**src/rtl/mmio_bridge_pkg.sv**
```systemverilog
// Shared constants for the MMIO bridge: address map,
// CTRL bit positions and timer FSM encoding.
package mmio_bridge_pkg;

    localparam logic [31:0] DM_LIMIT   = 32'h0000_3000;
    localparam logic [31:0] TIMER_BASE = 32'h0000_7F00;
    localparam logic [31:0] LED_ADDR   = 32'h0000_7F10;
    localparam logic [31:0] SW_ADDR    = 32'h0000_7F14;

    localparam logic [1:0] OFF_CTRL   = 2'd0;
    localparam logic [1:0] OFF_PRESET = 2'd1;
    localparam logic [1:0] OFF_COUNT  = 2'd2;

    localparam int CTRL_EN   = 0;
    localparam int CTRL_MODE = 1;
    localparam int CTRL_IM   = 3;

    localparam logic [1:0] MODE_RELOAD = 2'b01;

    typedef enum logic [1:0] {
        ST_IDLE = 2'd0,
        ST_LOAD = 2'd1,
        ST_CNT  = 2'd2,
        ST_INT  = 2'd3
    } tmr_state_t;

endpackage

```
**src/rtl/mmio_bridge_if.sv**
```systemverilog
// CPU data port and data-memory port bundled together;
// the bridge is the slave, the CPU/memory side is the master.
interface mmio_bridge_if;

    logic [31:0] cpu_addr;
    logic [31:0] cpu_wdata;
    logic        cpu_we;
    logic [31:0] cpu_rdata;
    logic [31:0] dm_addr;
    logic [31:0] dm_wdata;
    logic        dm_we;
    logic [31:0] dm_rdata;

    modport slave (
        input  cpu_addr, cpu_wdata, cpu_we, dm_rdata,
        output cpu_rdata, dm_addr, dm_wdata, dm_we
    );

    modport master (
        output cpu_addr, cpu_wdata, cpu_we, dm_rdata,
        input  cpu_rdata, dm_addr, dm_wdata, dm_we
    );

endinterface

```
**src/rtl/mmio_bridge_timer.sv**
```systemverilog
// Programmable countdown timer: CTRL/PRESET/COUNT registers,
// IDLE/LOAD/CNT/INT sequencer and sticky interrupt flag.
module mmio_timer
    import mmio_bridge_pkg::*;
(
    input  logic        clk,
    input  logic        rst,
    input  logic        sel,
    input  logic        we,
    input  logic [1:0]  offset,
    input  logic [31:0] wdata,
    output logic [31:0] rdata,
    output logic        irq
);

    tmr_state_t  state;
    logic [3:0]  ctrl;
    logic [31:0] preset;
    logic [31:0] count;
    logic        irq_flag;
    logic        wr_ctrl;
    logic        wr_preset;

    assign wr_ctrl   = sel && we && (offset == OFF_CTRL);
    assign wr_preset = sel && we && (offset == OFF_PRESET);

    always_ff @(posedge clk or posedge rst) begin
        if (rst) begin
            state    <= ST_IDLE;
            ctrl     <= 4'd0;
            preset   <= 32'd0;
            count    <= 32'd0;
            irq_flag <= 1'b0;
        end else begin
            if (wr_preset)
                preset <= wdata;
            if (wr_ctrl || wr_preset)
                irq_flag <= 1'b0;
            unique case (state)
                ST_IDLE: begin
                    if (ctrl[CTRL_EN])
                        state <= ST_LOAD;
                end
                ST_LOAD: begin
                    count <= preset;
                    state <= ST_CNT;
                end
                ST_CNT: begin
                    if (!ctrl[CTRL_EN]) begin
                        state <= ST_IDLE;
                    end else if (count <= 32'd1) begin
                        count    <= 32'd0;
                        irq_flag <= 1'b1;
                        state    <= ST_INT;
                    end else begin
                        count <= count - 32'd1;
                    end
                end
                ST_INT: begin
                    if (ctrl[CTRL_MODE+:2] == MODE_RELOAD) begin
                        state <= ST_LOAD;
                    end else begin
                        ctrl[CTRL_EN] <= 1'b0;
                        state         <= ST_IDLE;
                    end
                end
                default: state <= ST_IDLE;
            endcase
            // a CPU store to CTRL overrides the one-shot auto-disable
            if (wr_ctrl)
                ctrl <= wdata[3:0];
        end
    end

    always_comb begin
        rdata = 32'd0;
        unique case (offset)
            OFF_CTRL:   rdata = {28'd0, ctrl};
            OFF_PRESET: rdata = preset;
            OFF_COUNT:  rdata = count;
            default:    rdata = 32'd0;
        endcase
    end

    assign irq = irq_flag && ctrl[CTRL_IM];

endmodule

```
**src/rtl/mmio_bridge.sv**
```systemverilog
// Address decoder between the CPU data port and data memory,
// timer, LED register and synchronized switches.
module mmio_bridge
    import mmio_bridge_pkg::*;
(
    input  logic        clk,
    input  logic        rst,
    mmio_bridge_if.slave bus,
    input  logic [7:0]  sw_in,
    output logic [7:0]  led_out,
    output logic        irq
);

    logic [31:0] word;
    logic        dm_hit;
    logic        tmr_hit;
    logic        led_hit;
    logic        sw_hit;
    logic [31:0] tmr_rdata;
    logic [7:0]  sw_meta;
    logic [7:0]  sw_sync;
    logic        unused_byte_sel;

    assign word    = {bus.cpu_addr[31:2], 2'b00};
    assign unused_byte_sel = ^bus.cpu_addr[1:0];
    assign dm_hit  = word < DM_LIMIT;
    assign tmr_hit = word[31:4] == TIMER_BASE[31:4];
    assign led_hit = word == LED_ADDR;
    assign sw_hit  = word == SW_ADDR;

    assign bus.dm_addr  = bus.cpu_addr;
    assign bus.dm_wdata = bus.cpu_wdata;
    assign bus.dm_we    = bus.cpu_we && dm_hit;

    mmio_timer u_timer (
        .clk    (clk),
        .rst    (rst),
        .sel    (tmr_hit),
        .we     (bus.cpu_we),
        .offset (word[3:2]),
        .wdata  (bus.cpu_wdata),
        .rdata  (tmr_rdata),
        .irq    (irq)
    );

    always_ff @(posedge clk or posedge rst) begin
        if (rst) begin
            led_out <= 8'd0;
            sw_meta <= 8'd0;
            sw_sync <= 8'd0;
        end else begin
            sw_meta <= sw_in;
            sw_sync <= sw_meta;
            if (bus.cpu_we && led_hit)
                led_out <= bus.cpu_wdata[7:0];
        end
    end

    always_comb begin
        bus.cpu_rdata = 32'd0;
        unique case (1'b1)
            dm_hit:  bus.cpu_rdata = bus.dm_rdata;
            tmr_hit: bus.cpu_rdata = tmr_rdata;
            led_hit: bus.cpu_rdata = {24'd0, led_out};
            sw_hit:  bus.cpu_rdata = {24'd0, sw_sync};
            default: bus.cpu_rdata = 32'd0;
        endcase
    end

endmodule

```
**src/flat_wrapper.sv**
```systemverilog
// flat-port wrapper written by rule: the top's interface ports become plain ports
module mmio_bridge_flat import mmio_bridge_pkg::*;
  (clk, rst, sw_in, led_out, irq, bus_cpu_addr, bus_cpu_wdata, bus_cpu_we, bus_dm_rdata, bus_cpu_rdata, bus_dm_addr, bus_dm_wdata, bus_dm_we);
  mmio_bridge_if bus_i ();
  input  logic clk;
  input  logic rst;
  input  logic [7:0] sw_in;
  output logic [7:0] led_out;
  output logic irq;
  input wire logic [$bits(bus_i.cpu_addr)-1:0] bus_cpu_addr;
  input wire logic [$bits(bus_i.cpu_wdata)-1:0] bus_cpu_wdata;
  input wire logic [$bits(bus_i.cpu_we)-1:0] bus_cpu_we;
  input wire logic [$bits(bus_i.dm_rdata)-1:0] bus_dm_rdata;
  output wire logic [$bits(bus_i.cpu_rdata)-1:0] bus_cpu_rdata;
  output wire logic [$bits(bus_i.dm_addr)-1:0] bus_dm_addr;
  output wire logic [$bits(bus_i.dm_wdata)-1:0] bus_dm_wdata;
  output wire logic [$bits(bus_i.dm_we)-1:0] bus_dm_we;
  assign bus_i.cpu_addr = bus_cpu_addr;
  assign bus_i.cpu_wdata = bus_cpu_wdata;
  assign bus_i.cpu_we = bus_cpu_we;
  assign bus_i.dm_rdata = bus_dm_rdata;
  assign bus_cpu_rdata = bus_i.cpu_rdata;
  assign bus_dm_addr = bus_i.dm_addr;
  assign bus_dm_wdata = bus_i.dm_wdata;
  assign bus_dm_we = bus_i.dm_we;
  mmio_bridge u_core (.clk(clk), .rst(rst), .bus(bus_i), .sw_in(sw_in), .led_out(led_out), .irq(irq));
endmodule
```
**config.mk**
```make
export PLATFORM = sky130hd
export DESIGN_NAME = mmio_bridge_flat
export DESIGN_NICKNAME = d
export VERILOG_FILES = /design/src/rtl/mmio_bridge_pkg.sv /design/src/rtl/mmio_bridge_if.sv /design/src/rtl/mmio_bridge_timer.sv /design/src/rtl/mmio_bridge.sv /design/src/flat_wrapper.sv
export SDC_FILE = /design/constraint.sdc
export NUM_CORES = 1
export LEC_CHECK = 0
export ABC_AREA = 0
export CAP_MARGIN = 20
export CORE_MARGIN = 2
export CORE_UTILIZATION = 49
export DETAILED_ROUTE_END_ITERATION = 10
export PLACE_DENSITY = 0.95
export SLEW_MARGIN = 20
export SYNTH_ARGS = -nofsm -noshare
export SYNTH_HDL_FRONTEND = slang
export SYNTH_SLANG_ARGS = --single-unit
```
**constraint.sdc**
```tcl
create_clock -name clk -period 7.81 [get_ports clk]
set_input_delay 1.9525 -clock clk [delete_from_list [all_inputs] [get_ports clk]]
set_output_delay 1.9525 -clock clk [all_outputs]
set_load 0.05 [all_outputs]
```
==> results_dict.tcl, run 1 <==
set metrics [dict create \
    outcome "finished, final reports clean" \
    relSlewSlack 0.374 \
    portBuffers 208 \
    max_freq_mhz 147 \
    cts_hold_buf 0 \
    final_common_cell "clkdlybuf4s50_1" \
    dieWidth_um 114 \
    synth_nets 733 \
    drt-met1-wl_um 6780 \
    fillers 906 \
    cts_buffers 9 \
    yosysWarnings 0 \
    synth_edf_count 0 \
    worstPathArrival_ns 4.85 \
    worstSetupEndpointType "primary output" \
    grt_pass1_wl_um 27600 \
    fin_crit_ns 6.80 \
    post_cts_buffers 0 \
    die_area_sq_um 12900 \
    post_cts_resized 0 \
    wl_um 17600 \
    worstHoldPathType "reg -> reg" \
    post_synth_num_cell_types 60 \
    timing.setup.tns_ns 0 \
    final_cell_mix "clkdlybuf4s50_1 (208), dfrtp_1 (95), nand2_1 (61), o21ai_0 (39)" \
    grt_overflow 0 \
    wl_met2_um 8890 \
    holdPathStages 0 \
    ys_async_sr_fraction 1.00 \
    clock_latency_ns 0.35 \
    netlist_instances 624 \
    layout_worst_path_cycle_share 0.870 \
    ctsHtreeMaxLevel 3 \
    critical_path.startpoint_type "input port" \
    finalClockSkew_ns 0.0102 \
    tightest_slew_ns 0.937 \
    fin_nets 855 \
    setup_viol 0 \
    whs_ns 0.351 \
    ant_nets 0 \
    wl_met3_um 1530 \
    initial_utilization 0.496 \
    fin_ws_ns 1.01 \
    synthFlopType "dfrtp_1" \
    diodes 0 \
    drc 0 \
    vias 5559 \
    grt_pass1_vias 5444 \
    drive_gt1_frac 0.124 \
    grt_max_degree 50 \
    dr.first_iter.drc_count 508 \
    worstSetupPathType "in -> out" \
    cts_num_sinks 95 \
    place_ws_ns 1.03 \
    wl_per_cell_um 19.6 \
    p_leak_nw 3.36 \
    synth_area_sq_um 5910 \
    worst_r2r_path_depth 5 \
    syn_area_per_cell_sq_um 9.46 \
    rows 40 \
    synth-seq-cells 95 \
    finalHoldViolCount 0 \
    area_delta_synth_final_pct 33.8 \
    cp.required_ns 5.86 \
    hpwl_um 12100 \
    clockBufferDepth 2 \
    io_pins 213 \
    cts_tree "yes" \
    power_density_nw_per_um2 140 \
    ir_drop_uv 83.4 \
    top_layer "met4" \
    viasPerCell 6.19 \
    fin_util 0.663 \
    drt_pass1_iterations 6 \
    ys_seq_area_frac 0.403 \
    antenna_found_initial 0 \
    slew_viol_final 0 \
    clkSlewWorstSetupHoldPaths_ns 0.07 \
    rsz0062_at_grt "false" \
    gp_congestion 0.852 \
    cap_violations 0 \
    coreArea_sq_um 11900 \
    die_y_um 114 \
    grt_usage 0.268 \
    cts-root-buf "clkbuf_16" \
    crit_fanout 7 \
]
## worst paths after layout
check	from	endpoint	slack [ns]
max	bus_cpu_addr[8]	bus_cpu_rdata[2]	1.01
min	u_core.sw_meta[4]$_DFF_PP0_	u_core.sw_sync[4]$_DFF_PP0_	0.35
max reg2reg	u_core.u_timer.count[25]$_DFFE_PP0P_	u_core.u_timer.count[31]$_DFFE_PP0P_	4.72
min reg2reg	u_core.sw_meta[4]$_DFF_PP0_	u_core.sw_sync[4]$_DFF_PP0_	0.35
max in group asynchronous	rst	u_core.u_timer.count[18]$_DFFE_PP0P_	4.72
min in group asynchronous	rst	u_core.led_out[5]$_DFFE_PP0P_	2.02
## kinds of logic after synthesis
| kind of cell | count (synthesis) | share of synthesized area |
|---|---|---|
| fa+ha+maj | 2 | 0.00424 |
| buf+inv | 121 | 0.122 |
| compound gates | 137 | 0.155 |
| mux | 58 | 0.116 |
| simple gates | 211 | 0.201 |
| flops | 95 | 0.403 |
## power by group
| part | switching, mW | internal, mW |
|---|---|---|
| combinational | 0.103 | 0.0793 |
| sequential | 0.00127 | 0.496 |
| clock | 0.195 | 0.236 |
| total | 0.299 | 0.811 |
## state kept, by name, summed over array words and instances (netlist names)
name	count
u_core.u_timer.count	32
u_core.u_timer.preset	32
u_core.led_out	8
u_core.sw_meta	8
u_core.sw_sync	8
u_core.u_timer.ctrl	4
u_core.u_timer.state	2
u_core.u_timer.irq_flag	1
## cells in the mapped netlist, types with 3 or more instances
master / count / area share
or3_1: 11 / 0.012
buf_4: 64 / 0.081
and2_1: 7 / 0.0074
buf_2: 9 / 0.0076
nand2b_1: 3 / 0.0032
inv_1: 14 / 0.0089
dfrtp_1: 95 / 0.40
mux2_4: 11 / 0.028
nand4_1: 26 / 0.028
o211ai_1: 10 / 0.013
nor3_1: 11 / 0.0093
o21ai_0: 39 / 0.033
mux2_2: 36 / 0.069
a221o_1: 3 / 0.0051
a32oi_1: 7 / 0.010
and3_1: 4 / 0.0042
nor2b_1: 6 / 0.0064
or4_1: 5 / 0.0064
o2111ai_1: 5 / 0.0074
buf_1: 5 / 0.0032
nand4b_1: 4 / 0.0059
nor2_1: 25 / 0.016
a22oi_1: 36 / 0.046
nor4_1: 6 / 0.0064
mux2_1: 3 / 0.0057
or4b_1: 3 / 0.0051
mux2i_1: 8 / 0.014
a21oi_1: 15 / 0.013
a31oi_1: 6 / 0.0064
nand2_1: 61 / 0.039
nand3_1: 19 / 0.016
clkbuf_1: 27 / 0.017
o22ai_1: 6 / 0.0064
## critical path: stages
cell and delay, ns:
clkdlybuf4s50_1 0.53, nor4bb_1 0.34, nand4_1 0.15, or3_1 0.49, nor3_1 0.36, a221o_1 0.23, clkdlybuf4s50_1 0.80
## area by class of cell
class / instances / area, sq um / share of cell area
clock buffers: 11 / 253 / 0.0320
clock inverters: 5 / 40.0 / 0.00507
inverters: 14 / 55.1 / 0.00697
multi-input cells: 408 / 2840 / 0.359
flip-flops and latches: 95 / 2380 / 0.301
well taps: 147 / 184 / 0.0233
repair buffers: 218 / 2160 / 0.273
## layer usage
metal  up-vias  track usage
li1       2494            -
met1      2687        0.332
met2       336        0.464
met3        42       0.0579
met4         0       0.0967
met5         -            0
## metrics by stage
| stage | area [sq um] | power, mW | cells |
|---|---|---|---|
| 4_1_cts | 7890 | 1.11 | 898 |
| 6_report | 7900 | 1.11 | 898 |
| 3_5_place_dp | 7600 | 0.689 | 882 |
| 3_3_place_gp | 7600 | 0.686 | 882 |
| 5_1_grt | 7900 | 1.14 | 898 |
| 2_1_floorplan | 5910 | 0.615 | 624 |
Note: power is estimated with default switching activity, not from simulation.
==> inputs of run 2 (changes only) <==
Settings changed: HOLD_SLACK_MARGIN from default to 0.02.
==> results of run 2 <==
No change in the layout: final DEF, timing and power equal those of run 1.
